==> src/rtl/traffic_pkg.sv <==
// Shared definitions for the traffic light front-end and controller:
// walk FSM encodings, default timing constants and input-vector indices.
package traffic_pkg;

    // Walk request FSM; W_LOCKOUT is only reachable when the
    // post-service lockout is built in (WALK_LOCKOUT_EN).
    typedef enum logic [1:0] {
        W_IDLE    = 2'd0,
        W_PENDING = 2'd1,
        W_HOLD    = 2'd2,
        W_LOCKOUT = 2'd3
    } walk_state_e;

    localparam int DEBOUNCE_CYCLES_DEF = 2;
    localparam int LOCKOUT_CYCLES_DEF  = 10;

    // Raw inputs are conditioned as one small vector.
    localparam int NUM_INPUTS = 2;
    localparam int IDX_WALK   = 0;
    localparam int IDX_SENSOR = 1;

endpackage

==> src/rtl/input_debouncer.sv <==
// Two-flop synchronizer followed by a stability counter. The debounced
// level only flips after DEBOUNCE_CYCLES consecutive differing samples,
// so raw edge to stable change takes 2 + DEBOUNCE_CYCLES edges.
module input_debouncer
    import traffic_pkg::*;
#(
    parameter int DEBOUNCE_CYCLES = DEBOUNCE_CYCLES_DEF
) (
    input  logic clk,
    input  logic rst,
    input  logic raw_in,
    output logic stable_out
);

    localparam int CW = $clog2(DEBOUNCE_CYCLES) + 1;

    logic          sync1_q, sync1_d;
    logic          sync2_q, sync2_d;
    logic          stable_q, stable_d;
    logic [CW-1:0] cnt_q, cnt_d;

    // Synchronizer shift and debounce counter next-state.
    always_comb begin
        sync1_d  = raw_in;
        sync2_d  = sync1_q;
        stable_d = stable_q;
        cnt_d    = '0;
        if (sync2_q != stable_q) begin
            if (cnt_q == CW'(DEBOUNCE_CYCLES - 1)) begin
                stable_d = sync2_q;
                cnt_d    = '0;
            end else begin
                cnt_d = cnt_q + CW'(1);
            end
        end
    end

    // State registers, cleared by synchronous reset.
    always_ff @(posedge clk) begin
        if (rst) begin
            sync1_q  <= 1'b0;
            sync2_q  <= 1'b0;
            stable_q <= 1'b0;
            cnt_q    <= '0;
        end else begin
            sync1_q  <= sync1_d;
            sync2_q  <= sync2_d;
            stable_q <= stable_d;
            cnt_q    <= cnt_d;
        end
    end

    assign stable_out = stable_q;

endmodule

==> src/rtl/traffic_input_conditioner.sv <==
// Front-end for the traffic light controller: debounces the walk button
// and vehicle sensor, latches a single walk request until acknowledged,
// and pulses sensor_rise on each new vehicle arrival.
// Optional macro WALK_LOCKOUT_EN adds a post-service lockout window in
// which new walk presses are dropped.
module traffic_input_conditioner
    import traffic_pkg::*;
#(
    parameter int DEBOUNCE_CYCLES = DEBOUNCE_CYCLES_DEF,
    parameter int LOCKOUT_CYCLES  = LOCKOUT_CYCLES_DEF
) (
    input  logic clk,
    input  logic rst,
    input  logic walk_button,
    input  logic sensor,
    input  logic walk_ack,
    output logic walk_request,
    output logic sensor_active,
    output logic sensor_rise,
    output logic walk_locked
);

    logic [NUM_INPUTS-1:0] raw_vec;
    logic [NUM_INPUTS-1:0] stable_vec;
    logic [NUM_INPUTS-1:0] stable_dly_q, stable_dly_d;

    logic        walk_stable, walk_rise, sensor_stable;
    walk_state_e state_q, state_d;
    logic        walk_request_q, walk_request_d;
    logic        sensor_rise_q, sensor_rise_d;
    logic        walk_locked_q, walk_locked_d;

    assign raw_vec[IDX_WALK]   = walk_button;
    assign raw_vec[IDX_SENSOR] = sensor;

    // One debouncer per raw input.
    for (genvar gi = 0; gi < NUM_INPUTS; gi++) begin : g_deb
        input_debouncer #(
            .DEBOUNCE_CYCLES(DEBOUNCE_CYCLES)
        ) u_deb (
            .clk       (clk),
            .rst       (rst),
            .raw_in    (raw_vec[gi]),
            .stable_out(stable_vec[gi])
        );
    end

    assign walk_stable   = stable_vec[IDX_WALK];
    assign sensor_stable = stable_vec[IDX_SENSOR];
    assign walk_rise     = walk_stable & ~stable_dly_q[IDX_WALK];

`ifdef WALK_LOCKOUT_EN
    localparam int LW = $clog2(LOCKOUT_CYCLES) + 1;
    logic [LW-1:0] lock_cnt_q, lock_cnt_d;

    // Lockout down-counter: loaded on HOLD exit, counts to zero in LOCKOUT.
    always_comb begin
        lock_cnt_d = lock_cnt_q;
        if (state_q == W_HOLD && !walk_stable) begin
            lock_cnt_d = LW'(LOCKOUT_CYCLES - 1);
        end else if (state_q == W_LOCKOUT && lock_cnt_q != '0) begin
            lock_cnt_d = lock_cnt_q - LW'(1);
        end
    end

    // Lockout counter register.
    always_ff @(posedge clk) begin
        if (rst) lock_cnt_q <= '0;
        else     lock_cnt_q <= lock_cnt_d;
    end
`endif

    // Walk FSM next state; an ack outside W_PENDING is ignored, and a rise
    // while already pending is absorbed into the single request.
    always_comb begin
        state_d = state_q;
        case (state_q)
            W_IDLE:    if (walk_rise) state_d = W_PENDING;
            W_PENDING: if (walk_ack)  state_d = W_HOLD;
`ifdef WALK_LOCKOUT_EN
            W_HOLD:    if (!walk_stable) state_d = W_LOCKOUT;
            W_LOCKOUT: if (lock_cnt_q == '0) state_d = W_IDLE;
`else
            W_HOLD:    if (!walk_stable) state_d = W_IDLE;
`endif
            default:   state_d = W_IDLE;
        endcase
    end

    // Registered outputs decoded from the next state so they line up with
    // the state register; sensor_rise compares against last cycle's level.
    always_comb begin
        stable_dly_d   = stable_vec;
        walk_request_d = (state_d == W_PENDING);
        sensor_rise_d  = sensor_stable & ~stable_dly_q[IDX_SENSOR];
`ifdef WALK_LOCKOUT_EN
        walk_locked_d  = (state_d == W_LOCKOUT);
`else
        walk_locked_d  = 1'b0;
`endif
    end

    // FSM and output registers, cleared by synchronous reset.
    always_ff @(posedge clk) begin
        if (rst) begin
            state_q        <= W_IDLE;
            stable_dly_q   <= '0;
            walk_request_q <= 1'b0;
            sensor_rise_q  <= 1'b0;
            walk_locked_q  <= 1'b0;
        end else begin
            state_q        <= state_d;
            stable_dly_q   <= stable_dly_d;
            walk_request_q <= walk_request_d;
            sensor_rise_q  <= sensor_rise_d;
            walk_locked_q  <= walk_locked_d;
        end
    end

    assign walk_request  = walk_request_q;
    assign sensor_active = sensor_stable;
    assign sensor_rise   = sensor_rise_q;
    assign walk_locked   = walk_locked_q;

endmodule

==> config.mk <==
export PLATFORM = sky130hd
export DESIGN_NAME = traffic_input_conditioner
export DESIGN_NICKNAME = d
export VERILOG_FILES = /design/src/rtl/traffic_pkg.sv /design/src/rtl/input_debouncer.sv /design/src/rtl/traffic_input_conditioner.sv
export SDC_FILE = /design/constraint.sdc
export NUM_CORES = 1
export LEC_CHECK = 0
export ABC_AREA = 0
export CAP_MARGIN = 40
export CORE_AREA = 2 2 39 41
export CTS_CLUSTER_DIAMETER = 100
export DETAILED_ROUTE_END_ITERATION = 8
export DIE_AREA = 0 0 41 43
export GPL_TIMING_DRIVEN = 0
export PLACE_DENSITY_LB_ADDON = 0.2
export SYNTH_ARGS = -nofsm -noshare
export SYNTH_HDL_FRONTEND = slang
export SYNTH_SLANG_ARGS = --single-unit
==> constraint.sdc <==
create_clock -name clk -period 1.5 [get_ports clk]
set_clock_uncertainty 0.15 [all_clocks]
set_input_delay 0.3 -clock clk [delete_from_list [all_inputs] [get_ports clk]]
set_output_delay 0.3 -clock clk [all_outputs]
set_load 0.01 [all_outputs]
==> results.cfg <==
[synthesis]
syn_nets = 54
synthCells = 47
yosys_warnings = 0
ys_seq_area_share_pct = 60.0
synth_area_um2 = 534
ys_ff_latch = 16
syn-mean-instance-area_um2 = 11.4
yosysUniqueCellTypes = 17

[clock_tree]
cts_tree = yes
clkTransAtPathRegs_ns = 0.10
clkSinkCount = 16
numCtsBuffers = 3
cts_max_level = 1
clk_latency_ns = 0.28
cts-root-buf = clkbuf_4
post-cts-setup-buffers = 0
clockBufferDepth = 2

[detailed_routing]
drtIter0Drc = 0
routed_wl_um = 697
vias = 345
antenna_left = 0
drc = 0
wl_per_cell_um = 9.42
drt_pass1_iterations = 1
viasPerCell = 4.66

[cells_and_area]
fin_area_um2 = 658
area_growth_pct = 23.2
fill_cells = 136
diodes = 0
layout.nets = 66
drive_gt1_share_pct = 12.1

[critical_path]
cp-start-kind = register
crit_family = flip-flops
critPathArrivalTime_ns = 0.92
crit_buf_inv = 1
reg2reg_to = walk_request$_SDFF_PP0_
path_cells = dlygate4sd2_1
reg2reg_from = g_deb[0].u_deb.stable_out$_SDFFE_PP0P_
critPathMaxStageDelay_ns = 0.37
crit_required_ns = 1.05
worst-r2r-setup-slack_ns = 0.25
r2r.worst_path.cells = 2
critical_path_class = register to output port
crit_path_end_kind = output port
slowest_stage = dfxtp_2
worstPathMaxFanout = 4

[timing]
layout_setup_ws_ns = 0.128
fin_crit_sh_pct = 91.5
max_freq_ghz = 0.729
whs_ns = 0.243
setup-tns-final_ns = 0
final_max_slew_viol_count = 0
hold_viol = 0
fin_crit_ns = 1.37
rsz0062_at_grt = false
setup_viol = 0

[floorplan]
core_area_um2 = 1380
die-width_um = 41
dieArea_um2 = 1760
num_io_pins = 9
start_util_pct = 38.6
fp.dieH_um = 43
core.rowCount = 14

[power]
power_density_nw_per_um2 = 1140
p_leak_nw = 0.251
ir_drop_v = 0.000586
total_power_mw = 0.748

[place]
dpl_cell_area_um2 = 624
pre_cts_ws_ns = -0.167
gp_congestion = 0.664
io_buffers = 7

[global_routing]
globalRouteOverflowTotal = 0
grt_pass1_wl_mm = 1.21
antenna_found_initial = 0
first_global_vias = 320
grt_max_degree = 11
gr-usage-all-layers_pct = 10.7

[min_path]
hold_path_class = register to register
worstHoldStart = stable_dly_q[1]$_SDFF_PP0_
min_to = sensor_rise$_SDFF_PP0_
min_path_cells = 1

[job]
drv_cap = 0

[run_status]
status = finished clean
==> worst max-delay path by stage <==
stage / slack [ns] / end / depth (start not counted) / start
2_1_floorplan: 0.34 / state_q[0]$_SDFF_PP0_ / 2 / g_deb[0].u_deb.stable_out$_SDFFE_PP0P_
3_3_place_gp: -0.15 / g_deb[1].u_deb.stable_out$_SDFFE_PP0P_ / 3 / rst
3_5_place_dp: -0.17 / g_deb[1].u_deb.cnt_q[1]$_SDFF_PP0_ / 3 / rst
4_1_cts: 0.12 / sensor_active / 1 / g_deb[1].u_deb.stable_out$_SDFFE_PP0P_
5_1_grt: 0.09 / sensor_active / 1 / g_deb[1].u_deb.stable_out$_SDFFE_PP0P_
6_report: 0.13 / sensor_active / 1 / g_deb[1].u_deb.stable_out$_SDFFE_PP0P_
==> final cells by class <==
cell class | instances | area [µm²] | area share (%)
sequential | 16 | 322 | 48.9
multi-input combinational | 27 | 195 | 29.7
timing repair buffer | 7 | 66.3 | 10.1
clock buffer | 4 | 36.3 | 5.51
tap | 16 | 20.0 | 3.04
buffer | 2 | 11.3 | 1.71
inverter | 2 | 7.51 | 1.14
==> state kept, by name, indices dropped and copies added (netlist names) <==
name / count
walk_request: 1
g_deb.u_deb.sync1_q: 2
g_deb.u_deb.stable_out: 2
sensor_rise: 1
g_deb.u_deb.cnt_q: 4
stable_dly_q: 2
g_deb.u_deb.sync2_q: 2
state_q: 2
==> worst register-to-register path, delay by kind of cell, from the launching register on <==
kind	cells	cell delay [ns]
compound gates	1	0.23
flops	1	0.40
simple gates	1	0.39
==> synthesized netlist by cell type, drive strengths merged <==
cell / n / area share (%)
a211oi: 2 / 2.8
a21oi: 1 / 0.94
buf: 1 / 1.4
clkbuf: 1 / 0.70
conb: 1 / 0.70
dfxtp: 16 / 60
ha: 2 / 4.7
inv: 2 / 1.4
mux2i: 2 / 3.7
nand2b: 1 / 1.2
nand3b: 2 / 2.8
nor2: 2 / 1.4
nor2b: 7 / 8.7
nor4: 4 / 4.7
or3b: 1 / 1.6
xnor2: 2 / 3.3
==> metrics by stage <==
step	util [%]	instances
after floorplan	-	47
after global placement	45.1	70
after detailed placement	45.1	70
after CTS	47.6	74
after global routing	47.6	74
final	47.6	74
==> timing repair <==
item,4_1_cts,5_1_grt
hold buffers,0,0
setup endpoints to repair,3,0
resized for setup,4,0
==> metal layers <==
| layer | vias up | track usage (%) | share of wire, % | routed length (µm) |
|---|---|---|---|---|
| li1 | 178 | - | - | - |
| met1 | 157 | 10.9 | 45 | 312 |
| met2 | 10 | 16.3 | 48 | 332 |
| met3 | 0 | 9.42 | 7.5 | 52 |
| met4 | 0 | 2.00 | 0 | 0 |
| met5 | - | 0 | 0 | 0 |
==> cell usage in the layout, fill, tap and decap left out <==
cell / count
mux2i_1: 2
clkbuf_4: 3
dfxtp_1: 15
nor4_1: 4
nand2b_1: 1
ha_1: 2
dfxtp_2: 1
conb_1: 1
nor2_1: 2
buf_4: 1
dlygate4sd2_1: 3
nor2b_2: 1
or3b_1: 1
nand3b_1: 2
inv_1: 2
a21oi_1: 1
clkbuf_1: 1
nor2b_1: 6
xnor2_1: 2
clkbuf_8: 1
a211oi_1: 2
clkdlybuf4s50_1: 4
==> where the power goes <==
| part | switching (mW) | internal [mW] | total, mW | leakage [nW] |
|---|---|---|---|---|
| Combinational | 0.0140 | 0.0198 | 0.0338 | 0.0992 |
| Sequential | 0.00344 | 0.432 | 0.436 | 0.130 |
| Clock | 0.131 | 0.148 | 0.279 | 0.0210 |
| Total | 0.148 | 0.600 | 0.748 | 0.251 |
==> cells by family after synthesis <==
kind of cell	synth area share, %
AND/OR/NAND/NOR	20.4
flip-flops	60.0
buffers and inverters	3.51
AO/OA/AOI/OAI	3.75
adder cells (fa/ha/maj)	4.68
XOR/XNOR	3.28
multiplexers	3.75
other	0.702
No activity file was read; power rests on OpenSTA's default activity.
